<file path="config.mk">
export PLATFORM = sky130hd
export DESIGN_NAME = qspi_rom_arbiter
export DESIGN_NICKNAME = d
export VERILOG_FILES = /design/src/rtl/qspi_rom_arbiter_pkg.sv /design/src/rtl/qspi_rom_arbiter_arb.sv /design/src/rtl/qspi_rom_arbiter.sv
export SDC_FILE = /design/constraint.sdc
export NUM_CORES = 1
export LEC_CHECK = 0
export BUFFER_PORTS_ARGS = -buffer_cell sky130_fd_sc_hd__buf_2
export CORE_UTILIZATION = 46
export DETAILED_ROUTE_END_ITERATION = 10
export PLACE_DENSITY = 0.78
export SYNTH_ARGS = -nofsm -noshare
export SYNTH_HDL_FRONTEND = slang
export SYNTH_SLANG_ARGS = --single-unit
</file>
<file path="constraint.sdc">
create_clock -name wb_clk_i -period 2.1 [get_ports wb_clk_i]
set_input_delay 0.105 -clock wb_clk_i [delete_from_list [all_inputs] [get_ports wb_clk_i]]
set_output_delay 0.105 -clock wb_clk_i [all_outputs]
set_load 0.01 [all_outputs]
</file>
<file path="src/rtl/qspi_rom_arbiter_pkg.sv">
// Shared types for the two-port QSPI ROM arbiter.
// FSM encoding, port index and default starvation limit.
package qspi_rom_arbiter_pkg;

  localparam int STARVE_MAX_DEF = 4;

  localparam logic [1:0] S_IDLE  = 2'd0;
  localparam logic [1:0] S_ISSUE = 2'd1;
  localparam logic [1:0] S_WAIT  = 2'd2;
  localparam logic [1:0] S_RESP  = 2'd3;

  typedef enum logic [1:0] {
    ST_IDLE  = S_IDLE,
    ST_ISSUE = S_ISSUE,
    ST_WAIT  = S_WAIT,
    ST_RESP  = S_RESP
  } state_t;

  typedef logic port_t;

  localparam port_t PORT0 = 1'b0;
  localparam port_t PORT1 = 1'b1;

endpackage

</file>
<file path="src/rtl/qspi_rom_arbiter_arb.sv">
// Fixed-priority arbiter (port 0 first) with a starvation
// counter that hands one grant to port 1 after STARVE_MAX.
module rom_prio_arb
  import qspi_rom_arbiter_pkg::*;
#(
  parameter int STARVE_MAX = STARVE_MAX_DEF
) (
  input  logic  clk,
  input  logic  rst_n,
  input  logic  req0,
  input  logic  req1,
  input  logic  grant,
  output port_t win
);

  localparam int CW = $clog2(STARVE_MAX + 2);
  localparam logic [CW-1:0] SMAX = CW'(STARVE_MAX);

  logic [CW-1:0] cnt;
  logic          starved;

  assign starved = (cnt == SMAX);

  always_comb begin
    win = PORT0;
    if (req1 && (!req0 || starved))
      win = PORT1;
  end

  // Only port-0 grants made against a waiting port 1 count.
  always_ff @(posedge clk or negedge rst_n) begin
    if (!rst_n) begin
      cnt <= '0;
    end else if (grant) begin
      if (win == PORT1 || !req1)
        cnt <= '0;
      else if (!starved)
        cnt <= cnt + CW'(1);
    end
  end

endmodule

</file>
<file path="src/rtl/qspi_rom_arbiter.sv">
// Two-master arbiter in front of a QSPI flash read engine,
// flagging reads that continue the shared flash stream.
module qspi_rom_arbiter
  import qspi_rom_arbiter_pkg::*;
#(
  parameter int STARVE_MAX = STARVE_MAX_DEF,
  parameter int ADDR_W     = 14
) (
  input  logic              wb_clk_i,
  input  logic              rst_n,
  input  logic              init_done,
  input  logic              m0_req,
  input  logic              m1_req,
  input  logic [ADDR_W-1:0] m0_addr,
  input  logic [ADDR_W-1:0] m1_addr,
  output logic              m0_ack,
  output logic              m1_ack,
  output logic [15:0]       m0_rdata,
  output logic [15:0]       m1_rdata,
  output logic              f_cmd_valid,
  input  logic              f_cmd_ready,
  output logic [ADDR_W-1:0] f_cmd_addr,
  output logic              f_cmd_seq,
  input  logic              f_rsp_valid,
  input  logic [15:0]       f_rsp_data,
  output logic              busy,
  output port_t             owner
);

  localparam logic [ADDR_W-1:0] ALIGN = ~ADDR_W'(1);

  state_t            state;
  port_t             win;
  port_t             own;
  logic              grant;
  logic              accept;
  logic [ADDR_W-1:0] pick;
  logic [ADDR_W-1:0] cmd_addr;
  logic              seq_q;
  logic [ADDR_W-1:0] last_addr;
  logic              last_valid;
  logic [ADDR_W:0]   next_last;
  logic              seq_hit;
  logic              init_q;
  logic              init_fall;
  logic [15:0]       rdata0;
  logic [15:0]       rdata1;

  rom_prio_arb #(
    .STARVE_MAX(STARVE_MAX)
  ) u_arb (
    .clk  (wb_clk_i),
    .rst_n(rst_n),
    .req0 (m0_req),
    .req1 (m1_req),
    .grant(grant),
    .win  (win)
  );

  assign grant = (state == ST_IDLE) && init_done
              && (m0_req || m1_req);
  assign accept = f_cmd_valid && f_cmd_ready;
  assign pick = ((win == PORT1) ? m1_addr : m0_addr)
              & ALIGN;

  // One extra bit keeps 0x3FFE -> 0x0000 from matching.
  assign next_last = {1'b0, last_addr}
                   + (ADDR_W + 1)'(2);
  assign seq_hit = last_valid
                && (next_last == {1'b0, pick});
  assign init_fall = init_q && !init_done;

  always_ff @(posedge wb_clk_i or negedge rst_n) begin
    if (!rst_n) begin
      state      <= ST_IDLE;
      own        <= PORT0;
      cmd_addr   <= '0;
      seq_q      <= 1'b0;
      last_addr  <= '0;
      last_valid <= 1'b0;
      init_q     <= 1'b0;
      rdata0     <= 16'h0000;
      rdata1     <= 16'h0000;
    end else begin
      init_q <= init_done;
      if (accept) begin
        last_addr  <= cmd_addr;
        last_valid <= 1'b1;
      end
      if (init_fall)
        last_valid <= 1'b0;
      unique case (state)
        ST_IDLE: begin
          if (grant) begin
            own      <= win;
            cmd_addr <= pick;
            seq_q    <= seq_hit;
            state    <= ST_ISSUE;
          end
        end
        ST_ISSUE: begin
          if (f_cmd_ready)
            state <= ST_WAIT;
        end
        ST_WAIT: begin
          if (f_rsp_valid) begin
            if (own == PORT1)
              rdata1 <= f_rsp_data;
            else
              rdata0 <= f_rsp_data;
            state <= ST_RESP;
          end
        end
        ST_RESP: state <= ST_IDLE;
        default: state <= ST_IDLE;
      endcase
    end
  end

  assign f_cmd_valid = (state == ST_ISSUE);
  assign f_cmd_seq   = f_cmd_valid && seq_q;
  assign f_cmd_addr  = cmd_addr;
  assign m0_ack   = (state == ST_RESP) && (own == PORT0);
  assign m1_ack   = (state == ST_RESP) && (own == PORT1);
  assign m0_rdata = rdata0;
  assign m1_rdata = rdata1;
  assign busy     = (state != ST_IDLE);
  assign owner    = own;

endmodule

</file>
# [Yosys cells after proc, flatten, opt, wreduce, memory -nomap -nowiden]
# Index checks and enable logic that the tools add are counted.
[op_classes] n_addsub=2 multipliers=0 div_mod_pow=0 order_cmp=0 n_eq_ne=9 shifts=0 muxes=10 bitwise=1 reduce_logical=23
[ops] operator="adder 14 x 2 -> 15 bit, second input constant" n=1
[ops] operator="equality test 15 x 14 -> 1 bit" n=1
[ops] operator="two-way mux 14 bit" n=1
[ops] operator="logical AND 1 bit" n=9
[ops] operator="AND reduction 3 bit" n=3
[ops] operator="one-hot mux 2 bit (4 select lines)" n=1
[ops] operator="two-way mux 2 bit" n=3
[ops] operator="two-way mux 3 bit" n=2
[ops] operator="inequality test 2 bit, second input constant" n=3
[ops] operator="equality test 2 bit, second input constant" n=2
[ops] operator="AND reduction 2 bit" n=2
[ops] operator="nonzero test 2 bit" n=2
[ops] operator="adder 3 x 1 -> 3 bit, second input constant" n=1
[ops] operator="equality test 3 bit, second input constant" n=1
[ops] operator="zero test 1 bit" n=3
[ops] operator="logical OR 1 bit" n=3
[ops] operator="two-way mux 1 bit" n=3
[ops] operator="equality test 2 x 1 -> 1 bit, second input constant" n=1
[ops] operator="zero test 2 bit" n=1
[ops] operator="inequality test 2 x 1 -> 1 bit, second input constant" n=1
[ops] operator="NOT 1 bit" n=1
[totals] regBits=67 latchBits=0 ramBits=0 romBits=0 inputBits=51 output_inout_bits=52 word_cells=55 mem_count=0

# [Depth between registers and ports, before layout]
# Gate-level depths: netlist (run 1).
[depth] word_depth=7 ltp_mapped=10 mapped_depth_nobuf=8

# [Hierarchy]
# From an unflattened synthesis (run 1), not the netlist that was laid out.
[unflattened] cells_unflattened=265 hier_area_um2=3236.9
[modules_own_cells] mod="qspi_rom_arbiter" instances=1 cells_each=246 area_each_um2=3042.9 seq_area_each_um2=1601.5
[modules_own_cells] mod="rom_prio_arb" instances=1 cells_each=19 area_each_um2=193.9 seq_area_each_um2=75.1

# [Least setup slack after synthesis (run 1)]
# OpenSTA, ideal clock, no wires.
[synth_path] path_kind="reg-to-reg" from="reg u_arb.cnt[0]" to="reg seq_q" setup_ns=0.092 arrival_time_ns=2.060 required_time_ns=2.008 setup_slack_ns=-0.051 stages_incl_launch_ff=10 path_buffers=1 synth_period_minus_slack_ns=2.151 cell_sequence="dfrtp_1 > inv_1 > ha_1 > a21bo_1 > buf_6 > a32oi_1 > xnor2_1 > xnor2_1 > or4_1 > o31ai_2"
[synth_between] elab_chain_cells=7
[synth_rtl] element="start, declared" line_no="qspi_rom_arbiter_arb.sv:19" source="logic [CW-1:0] cnt;"
[synth_rtl] element="start signal, assigned" line_no="qspi_rom_arbiter_arb.sv:38" source="cnt <= cnt + CW'(1);"
[synth_rtl] element="equality test 3 bit" line_no="qspi_rom_arbiter_arb.sv:22" source="assign starved = (cnt == SMAX);"
[synth_rtl] element="logical OR 1 bit" line_no="qspi_rom_arbiter_arb.sv:26" source="if (req1 && (!req0 || starved))"
[synth_rtl] element="logical AND 1 bit" line_no="qspi_rom_arbiter_arb.sv:26"
[synth_rtl] element="two-way mux 1 bit" line_no="qspi_rom_arbiter_arb.sv:26"
[synth_rtl] element="two-way mux 14 bit" line_no="qspi_rom_arbiter.sv:63" source="assign pick = ((win == PORT1) ? m1_addr : m0_addr)"
[synth_rtl] element="equality test 15 x 14 -> 1 bit" line_no="qspi_rom_arbiter.sv:70" source="&& (next_last == {1'b0, pick});"
[synth_rtl] element="logical AND 1 bit" line_no="qspi_rom_arbiter.sv:70"
[synth_rtl] element="end signal, assigned" line_no="qspi_rom_arbiter.sv:97" source="seq_q <= seq_hit;"
[synth_rtl] element="end, declared" line_no="qspi_rom_arbiter.sv:39" source="logic seq_q;"
# No other way between the ends.
# A chain may end at the register's enable or synchronous reset.

# [Worst setup path in the final report (run 1)]
# Same ends and word-level chain as after synthesis.

==> metrics.cfg, run 1 <==
[yosys]
yosys_warnings = 0
synthMuxAreaShare = 0.155
synthCells = 293
ys.flop_type = dfrtp_1
syn_avg_cell_area_um2 = 11.4
synthSimpleGateAreaFrac = 0.126
async_flop_share = 1.00
synth-xor-area-share = 0.0290
ys_types = 54
synthAdderAreaFrac = 0.0301
ys_seq_area_frac = 0.504
synth_edf_count = 0
synth_compound_area_frac = 0.121
syn_area_um2 = 3330
synth_top_family_by_area = multiplexers
synth_fp_nets = 352
synth_seq_cells = 67

[critical_path]
timing.rr.start = u_arb.cnt[0]$_DFFE_PN0P_
critPathArrivalTime_ns = 2.37
crit_path_end_kind = register
worstReg2RegEnd = seq_q$_DFFE_PN0P_
r2r_cells = 8
cp-start-kind = register
ff2ff_setup_slack_ns = -0.003
startpoint = u_arb.cnt[0]$_DFFE_PN0P_
cp-endpoint = seq_q$_DFFE_PN0P_
worstPathRequired_ns = 2.36
crit_fanout = 5
critPathKind = register to register

[route]
drc = 0
wl_per_cell_um = 16.6
detail-route-antenna-nets = 0
num_vias = 2868
drt-initial-drc-count = 132
vias_per_cell = 5.34
drt_pass1_iterations = 4
wirelength_um = 8920

[timing]
slew_viol_final = 0
relSlewSlack = 0.432
final.setup.tns_ns = -0.00340
finalClockSkew_ns = 0.00927
fmax_ghz = 0.475
fin_crit_ns = 2.10
fin_ws_ns = -0.00340
setup_viol_count_final = 1
rsz0062_at_grt = yes
tightest_slew_ns = 0.852
fin_crit_sh = 1.00
hold_viol = 0
holdWs_ns = 0.0618

[floorplanning]
placementRows = 30
initial_utilization = 0.482
ios = 103
die_area_um2 = 7570
core_area_um2 = 6910
die_h_um = 87.0
die_x_um = 87.0

[clock_network]
insertion_delay_ns = 0.35
h-tree-depth = 3
cts.sinks = 67
cts.clk_slew.worst_paths_ns = 0.08
cts_tree = done
clock_path_buffers = 2
cts_root_buf = clkbuf_8
cts_buffers = 9

[placed_design]
gp_congestion = 0.836
hpwlAfterDp_um = 5930
place_area_um2 = 4070
portBuffers = 99

[power]
power.density_nw_per_um2 = 1300
finalPower_mw = 5.92
vdd_ir_drop_max_uv = 502
leakagePower_nw = 2.22

[run_status]
violations = negative setup slack
status = complete, but fails checks

[cells_and_area]
final_common_cell = buf_2
nets = 495
syn_to_final_growth_pct = 36.9
drive_gt1_frac = 0.472
final_util = 0.659
multi_input_area_um2 = 1640
fillCellCount = 537
antenna_cells = 0
final_cell_mix = buf_2, dfrtp_1, mux2_2, buf_4, nand2_1
fin_area_um2 = 4550
ff_latch_area_um2 = 1680

[global_routing]
grt_pass1_wl_um = 14300
grt.overflow.total = 0
grt_pass1_vias = 3011
grt_max_degree = 68
antenna_found_initial = 0
grt_use_total = 0.256

[job]
cap_violations = 0

[min_path]
hold_path_class = input port to register

## power by group
group | switching [mW] | total, mW | internal (mW)
registers | 0.429 | 2.31 | 1.88
logic | 1.24 | 2.51 | 1.27
clock network | 0.544 | 1.10 | 0.553
total | 2.21 | 5.92 | 3.70
## Yosys cell counts, types with 2 or more instances
library cell  number  area, um2
a211o_1            2       17.5
a21boi_1           4       30.0
a21o_1             3       22.5
a21oi_1            7       35.0
a31oi_1            2       12.5
a32oi_1            6       52.6
and2_1             8       50.1
and3_1             2       12.5
buf_2              3       15.0
buf_4              2       15.0
clkbuf_1           4       15.0
dfrtp_1           67       1680
ha_1               8        100
inv_1             12       45.0
mux2_2            45        507
nand2_1           23       86.3
nand2b_1           2       12.5
nand3_1           14       70.1
nand4_1            4       25.0
nor2_1             2       7.51
nor3_1             4       20.0
nor4_1             3       18.8
o211ai_1           3       22.5
o21ai_0           21        105
o21ai_1            2       10.0
or3_1              3       18.8
xnor2_1            8       70.1
xor2_1             3       26.3
## worst min-delay path by stage
stage	cells past startpoint	from	slack [ns]	end
2_1_floorplan	0	rst_n	-0.19	f_cmd_addr[10]$_DFFE_PN0P_
3_3_place_gp	1	init_done	0.26	init_q$_DFF_PN0_
3_5_place_dp	1	init_done	0.27	init_q$_DFF_PN0_
4_1_cts	3	f_cmd_ready	0.05	last_valid$_DFFE_PN0P_
5_1_grt	3	f_cmd_ready	0.06	last_valid$_DFFE_PN0P_
6_report	3	f_cmd_ready	0.06	last_valid$_DFFE_PN0P_
## area by class of cell
cell class	instances	area share
Sequential cell	67	0.368
Multi-Input combinational cell	203	0.361
Timing Repair Buffer	142	0.190
Clock buffer	9	0.0272
Tap cell	96	0.0264
Clock inverter	7	0.0168
Inverter	13	0.0107
## layer usage
layer / vias up / global-route usage / routed length [um]
li1: 1355 / - / -
met1: 1403 / 0.313 / 3810
met2: 86 / 0.428 / 4500
met3: 24 / 0.0464 / 345
met4: 0 / 0.139 / 265
met5: - / 0 / 0
## what timing repair did
| item | in CTS | in global routing |
|---|---|---|
| pin swaps | 10 | 3 |
| buffers inserted | 1 | 0 |
| hold buffers | 18 | 0 |
| cloned | 1 | 0 |
| setup endpoints to repair | 1 | 1 |
| endpoints found under the hold margin | 95 | 0 |
| gates resized for setup | 13 | 6 |
## flip-flops by register name, indices dropped and copies added, names as in the netlist
| register | count |
|---|---|
| u_arb.cnt | 3 |
| last_valid | 1 |
| last_addr | 13 |
| f_cmd_addr | 13 |
| owner | 1 |
| m1_rdata | 16 |
| state | 2 |
| seq_q | 1 |
| m0_rdata | 16 |
| init_q | 1 |
## through the flow
stage          cells  setup WS [ns]
2_1_floorplan    293         0.0165
3_3_place_gp     501         -0.103
3_5_place_dp     501         -0.190
4_1_cts          537        0.00909
5_1_grt          537        -0.0643
6_report         537       -0.00340
## critical path, stage by stage (launching register included)
cell      delay [ns]
dfrtp_1         0.38
inv_2           0.05
ha_4            0.17
a21bo_4         0.25
and3_4          0.18
o211ai_1        0.17
nand3_1         0.10
or4_4           0.55
o31ai_2         0.18
## cells by family after synthesis
| group | after synthesis |
|---|---|
| and+or+nand+nor | 76 |
| DFF | 67 |
| AOI/OAI and AO/OA | 60 |
| muxes | 46 |
| buffers and inverters | 24 |
| xor gates and xnor gates | 11 |
| adders and majority gates | 8 |
| other | 1 |
Power figures use the tool's default switching activity.
==> run 2: changes to the inputs <==
Settings changed: CORE_UTILIZATION 46 to 51, GPL_TIMING_DRIVEN set to 0, HOLD_SLACK_MARGIN set to 0.15, PLACE_DENSITY 0.78 to 0.82.
Clock period 2.1 ns to 2.2 ns, I/O delays scaled along.
==> run 2 against run 1 <==
The flow still finishes with violations (negative setup slack). Non-clock buffer count down 3. Sequential power down 4%. Count of clock-buffer cells in the layout increased by 1. Global-route usage up 0.31 points. Wire length up 0.84%. First-iteration DRC count grew 67%. Clock skew is 0.0019 ns lower. Critical path type unchanged. Largest power group unchanged.
==> metrics.cfg, run 2 (synthesis gave the netlist of run 1 again) <==
[cells_and_area]
antenna_cells = 0
stdcell_count = 514
syn_to_final_growth_pct = 35.2
final_common_cell = buf_2
nets = 491
final_cell_mix = buf_2, dfrtp_1, mux2_2, dlygate4sd3_1, nand2_1
fin_area_um2 = 4500
final_util = 0.712
drive_gt1_frac = 0.444

[floorplanning]
core_area_um2 = 6310
die_area_um2 = 6850
die_h_um = 82.8
initial_utilization = 0.527
die_x_um = 82.8
placementRows = 29
ios = 103

[critical_path]
crit_fanout = 10
cp-start-kind = register
critPathArrivalTime_ns = 2.47
critPathKind = register to register
crit_path_end_kind = register
worstPathRequired_ns = 2.45

[timing]
fin_crit_sh = 1.01
rsz0062_at_grt = yes
fin_crit_ns = 2.23
finalClockSkew_ns = 0.00737
slew_viol_final = 0
tightest_slew_ns = 0.832
holdWs_ns = 0.159
setup_viol_count_final = 1
hold_viol = 0
fin_ws_ns = -0.0255
fmax_ghz = 0.449
relSlewSlack = 0.445

[run_status]
status = complete, but fails checks
violations = negative setup slack

[power]
power.density_nw_per_um2 = 1200
leakagePower_nw = 2.18
vdd_ir_drop_max_uv = 868

[placed_design]
portBuffers = 99
place_area_um2 = 3920
gp_congestion = 0.845
pre_cts_ws_ns = -0.275
dp.cells = 469
hpwlAfterDp_um = 5930

[clock_network]
cts_tree = done
cts.sinks = 67
cts_root_buf = clkbuf_8
cts.clk_slew.worst_paths_ns = 0.07
h-tree-depth = 3
cts_buffers = 9
insertion_delay_ns = 0.34
clock_path_buffers = 2

[route]
drt_pass1_iterations = 6
drt-initial-drc-count = 221
drc = 0
vias_per_cell = 5.68
wl_per_cell_um = 17.5
num_vias = 2918
wirelength_um = 8990
detail-route-antenna-nets = 0

[global_routing]
grt_max_degree = 68
grt_pass1_vias = 2722
grt_pass1_wl_um = 12900
grt_use_total = 0.259
antenna_found_initial = 0
grt.overflow.total = 0

[job]
cap_violations = 0

[min_path]
hold_path_class = input port to register

## run 2: changes by cell type in the layout (fill, tap and decap cells not counted), moves of 2 or more
cell / delta
buf_4: -17
clkbuf_2: +2
a32oi_1: -2
clkbuf_1: +3
clkinv_2: +4
dlygate4sd3_1: +6
a32oi_4: +3
clkinv_4: -2
buf_6: +2
a21bo_4: -2
## run 2: layout make-up
cell class | instances | area [um2]
buffer | 11 | 68.8
clock buffer | 10 | 128
clock inverter | 6 | 32.5
fill | 443 | 1820
inverter | 13 | 48.8
multi-input combinational | 202 | 1670
sequential | 67 | 1680
tap | 77 | 96.3
timing repair buffer | 128 | 776
## run 2: critical path: stages, from the launching register on
cell and delay, ns:
dfrtp_1 0.37, inv_2 0.05, ha_4 0.17, a21bo_1 0.18, buf_6 0.15, buf_6 0.16
nand2_1 0.16, mux2i_2 0.31, xnor2_1 0.17, nand4_1 0.16, o31ai_2 0.25
## run 2: what timing repair did
action                                  CTS  global route
hold buffers                             24             0
resized for setup                        18             9
cloned                                    0             0
setup buffers                             4             1
endpoints found under the setup margin    1            20
pin swaps                                 3             5
hold endpoints to repair                106             0
## run 2: metrics by stage
stage | total power [mW] | setup TNS, ns
floorplan | 3.50 | 0
global placement | 4.22 | -0.184
detailed placement | 4.35 | -0.275
CTS | 5.34 | -0.00883
global route | 5.75 | -0.0929
finish | 5.39 | -0.0255
## run 2: power breakdown
part           total, mW  internal (mW)  switching, mW  leakage [nW]
registers           2.21           1.80          0.413         0.836
clock network      0.845          0.398          0.446        0.0856
logic               2.34           1.17           1.18          1.26
total               5.39           3.36           2.03          2.18
## run 2: final timing paths
path / from / slack, ns / endpoint / cells after the start
min in group asynchronous: rst_n / 0.40 / last_addr[2]$_DFFE_PN0P_ / 2
worst max-delay path: u_arb.cnt[0]$_DFFE_PN0P_ / -0.03 / seq_q$_DFFE_PN0P_ / 10
max in group asynchronous: rst_n / 1.24 / f_cmd_addr[7]$_DFFE_PN0P_ / 2
worst min register to register: init_q$_DFF_PN0_ / 0.42 / last_valid$_DFFE_PN0P_ / 1
worst max register to register: u_arb.cnt[0]$_DFFE_PN0P_ / -0.03 / seq_q$_DFFE_PN0P_ / 10
worst min-delay path: m0_addr[11] / 0.16 / f_cmd_addr[11]$_DFFE_PN0P_ / 3
## run 2: routing by layer
| layer | wire, um | part of all wire | global-route usage |
|---|---|---|---|
| met1 | 3640 | 0.40 | 0.326 |
| met2 | 4670 | 0.52 | 0.441 |
| met3 | 444 | 0.049 | 0.0374 |
| met4 | 240 | 0.027 | 0.112 |
| met5 | 0 | 0 | 0 |
==> run 3: changes to the inputs <==
Settings changed: ABC_AREA set to 1, CORE_UTILIZATION 51 to 52.
==> run 3 against run 2 <==
The flow finishes with violations (design-rule violations). Setup slack improved by 0.17 ns. Sequential share of layout area decreased by 0.72 points. Non-clock buffer count increased by 2. Wire length increased by 5.6%.
==> metrics.cfg, run 3 <==
[floorplanning]
placementRows = 29
core_area_um2 = 6420
die_area_um2 = 7060
die_x_um = 84.0
ios = 103
initial_utilization = 0.545
die_h_um = 84.0

[yosys]
synth_top_cell_area_share = 0.479
ys.flop_type = dfrtp_1
synth_seq_cells = 67
synthTopCellsByCount = nand2_1, dfrtp_1, inv_1, o21ai_0, nor2_1
synthCells = 467
ys_types = 30
synth_fp_nets = 526
ys_seq_area_frac = 0.479
syn_avg_cell_area_um2 = 7.49
async_flop_share = 1.00
yosys_warnings = 0
post-synth-top-count-cell = nand2_1
synth_area_leaders = dfrtp_1, nand2_1, o21ai_0
syn_area_um2 = 3500
synth_edf_count = 0
yosysTopAreaCell = dfrtp_1

[timing]
relSlewSlack = 0.459
fmax_ghz = 0.486
finalClockSkew_ns = 0.00766
fin_crit_sh = 0.935
final.setup.tns_ns = 0
setup_viol_count_final = 0
holdWs_ns = 0.147
hold_viol = 0
fin_crit_ns = 2.06
rsz0062_at_grt = no
tightest_slew_ns = 0.811
slew_viol_final = 0

[placed_design]
gp_congestion = 0.951
hpwlAfterDp_um = 6490
portBuffers = 99
place_area_um2 = 4090

[min_path]
hold_path_end = f_cmd_addr[13]$_DFFE_PN0P_
hold_path_class = input port to register
hold_start = m1_addr[13]
hold-path-cell-count = 5

[critical_path]
ff2ff_setup_slack_ns = 0.14
cp-start-kind = register
cp_slowest_cell = dlygate4sd3_1
crit_path_end_kind = register
critPathBufInv = 3
critPathKind = register to register
worstPathRequired_ns = 2.42
startpoint = u_arb.cnt[0]$_DFFE_PN0P_
critical-path-top-delay-family = buffers and inverters
crit_chain = inv_1 > ha_1 > nand2_2 > nand2_4 > nand2_4 > buf_6 > nand2_1 > o21ai_2 > dlygate4sd3_1 > o21ai_0
max_stage_delay_ns = 0.57
timing.rr.start = u_arb.cnt[0]$_DFFE_PN0P_
cpMostUsedCell = nand2_4
worstReg2RegEnd = f_cmd_addr[11]$_DFFE_PN0P_
crit_fanout = 10
critPathArrivalTime_ns = 2.27
r2r_cells = 10

[run_status]
status = complete, but fails checks
violations = design-rule violations

[power]
power.density_nw_per_um2 = 1200
vdd_ir_drop_max_uv = 779
leakagePower_nw = 2.57
finalPower_mw = 5.50

[job]
cap_violations = 0

[global_routing]
antenna_found_initial = 0
grt_pass1_wl_um = 16200
grt_pass1_vias = 3481
grt_use_total = 0.293
grt.overflow.total = 0
grt_max_degree = 68

[clock_network]
cts.sinks = 67
clock_path_buffers = 2
cts_root_buf = clkbuf_8
holdBufCountCts = 27
cts_tree = done
cts_resized = 0
cts.clk_slew.worst_paths_ns = 0.08
insertion_delay_ns = 0.35
h-tree-depth = 3
post_cts_buffers = 0
cts_buffers = 9

[cells_and_area]
syn_to_final_growth_pct = 31.1
fillCellCount = 505
nets = 663
multi_input_area_um2 = 1490
drive_gt1_frac = 0.213
final_cell_mix = nand2_1, buf_2, inv_1, dfrtp_1, o21ai_0
final_common_cell = nand2_1
ff_latch_area_um2 = 1680
antenna_cells = 0
fin_area_um2 = 4590

[route]
drc = 3
drt_pass1_iterations = 9
num_vias = 3553
wl_per_cell_um = 13.8
drt-initial-drc-count = 244
vias_per_cell = 5.18
wirelength_um = 9500
detail-route-antenna-nets = 0

==> run 3: changes by cell type after synthesis, sizes merged, moves of 6 or more <==
cell    before  now
nand2       23  171
inv         13   67
mux2        45    0
o21ai       23   63
nor2         2   29
and2         8    0
nand3       15   23
nand3b       1    9
xnor2        8    1
a21boi       6    0
a32oi        6    0
==> run 3: layout make-up <==
| type | instances | area share |
|---|---|---|
| Timing Repair Buffer | 126 | 0.168 |
| Tap cell | 77 | 0.0210 |
| Buffer | 15 | 0.0169 |
| Inverter | 67 | 0.0548 |
| Clock buffer | 9 | 0.0270 |
| Multi-Input combinational cell | 318 | 0.326 |
| Sequential cell | 67 | 0.366 |
| Clock inverter | 7 | 0.0216 |
==> run 3: through the flow <==
| stage | std cells | setup slack (ns) | utilization |
|---|---|---|---|
| finish | 686 | 0.142 | 0.714 |
| global route | 686 | 0.0292 | 0.714 |
| CTS | 686 | 0.166 | 0.714 |
| global placement | 643 | 0.320 | 0.637 |
| floorplan | 467 | 0.647 | - |
| detailed placement | 643 | 0.293 | 0.637 |
==> run 3: report_power, final <==
group          leakage (nW)  total, mW  switching [mW]  internal, mW
registers             0.846       2.18           0.405          1.77
logic                  1.61       2.14            1.29         0.854
clock network         0.110       1.18           0.531         0.646
total                  2.57       5.50            2.22          3.27
==> run 3: kinds of logic (layout without fill, tap and decap cells) <==
family | after synthesis | count (layout) | synth area share
compound gates | 69 | 69 | 0.103
buf+inv | 82 | 224 | 0.0941
other cells | 1 | 1 | 0.00107
xor+xnor | 2 | 2 | 0.00501
simple gates | 238 | 238 | 0.289
flops | 67 | 67 | 0.479
fa+ha+maj | 8 | 8 | 0.0286
==> run 3: worst max path at each step <==
stage | slack, ns | cells past startpoint | end
global route | 0.03 | 10 | f_cmd_addr[11]$_DFFE_PN0P_
finish | 0.14 | 10 | f_cmd_addr[11]$_DFFE_PN0P_
detailed placement | 0.29 | 14 | seq_q$_DFFE_PN0P_
CTS | 0.17 | 10 | f_cmd_addr[11]$_DFFE_PN0P_
global placement | 0.32 | 14 | seq_q$_DFFE_PN0P_
floorplan | 0.65 | 14 | seq_q$_DFFE_PN0P_
==> run 3: worst reg2reg max path, cell delays in order, from the launching register on <==
cell and delay (ns):
dfrtp_1 0.39, inv_1 0.06, ha_1 0.20, nand2_2 0.09, nand2_4 0.07, nand2_4 0.13
buf_6 0.18, nand2_1 0.08, o21ai_2 0.08, dlygate4sd3_1 0.57, o21ai_0 0.07
==> run 3: layer usage <==
layer / vias to the layer above / part of all wire / GRT usage
met5: - / 0 / 0
met4: 0 / 0.033 / 0.146
met3: 31 / 0.072 / 0.0544
met2: 147 / 0.49 / 0.493
met1: 1658 / 0.40 / 0.360
li1: 1717 / - / -
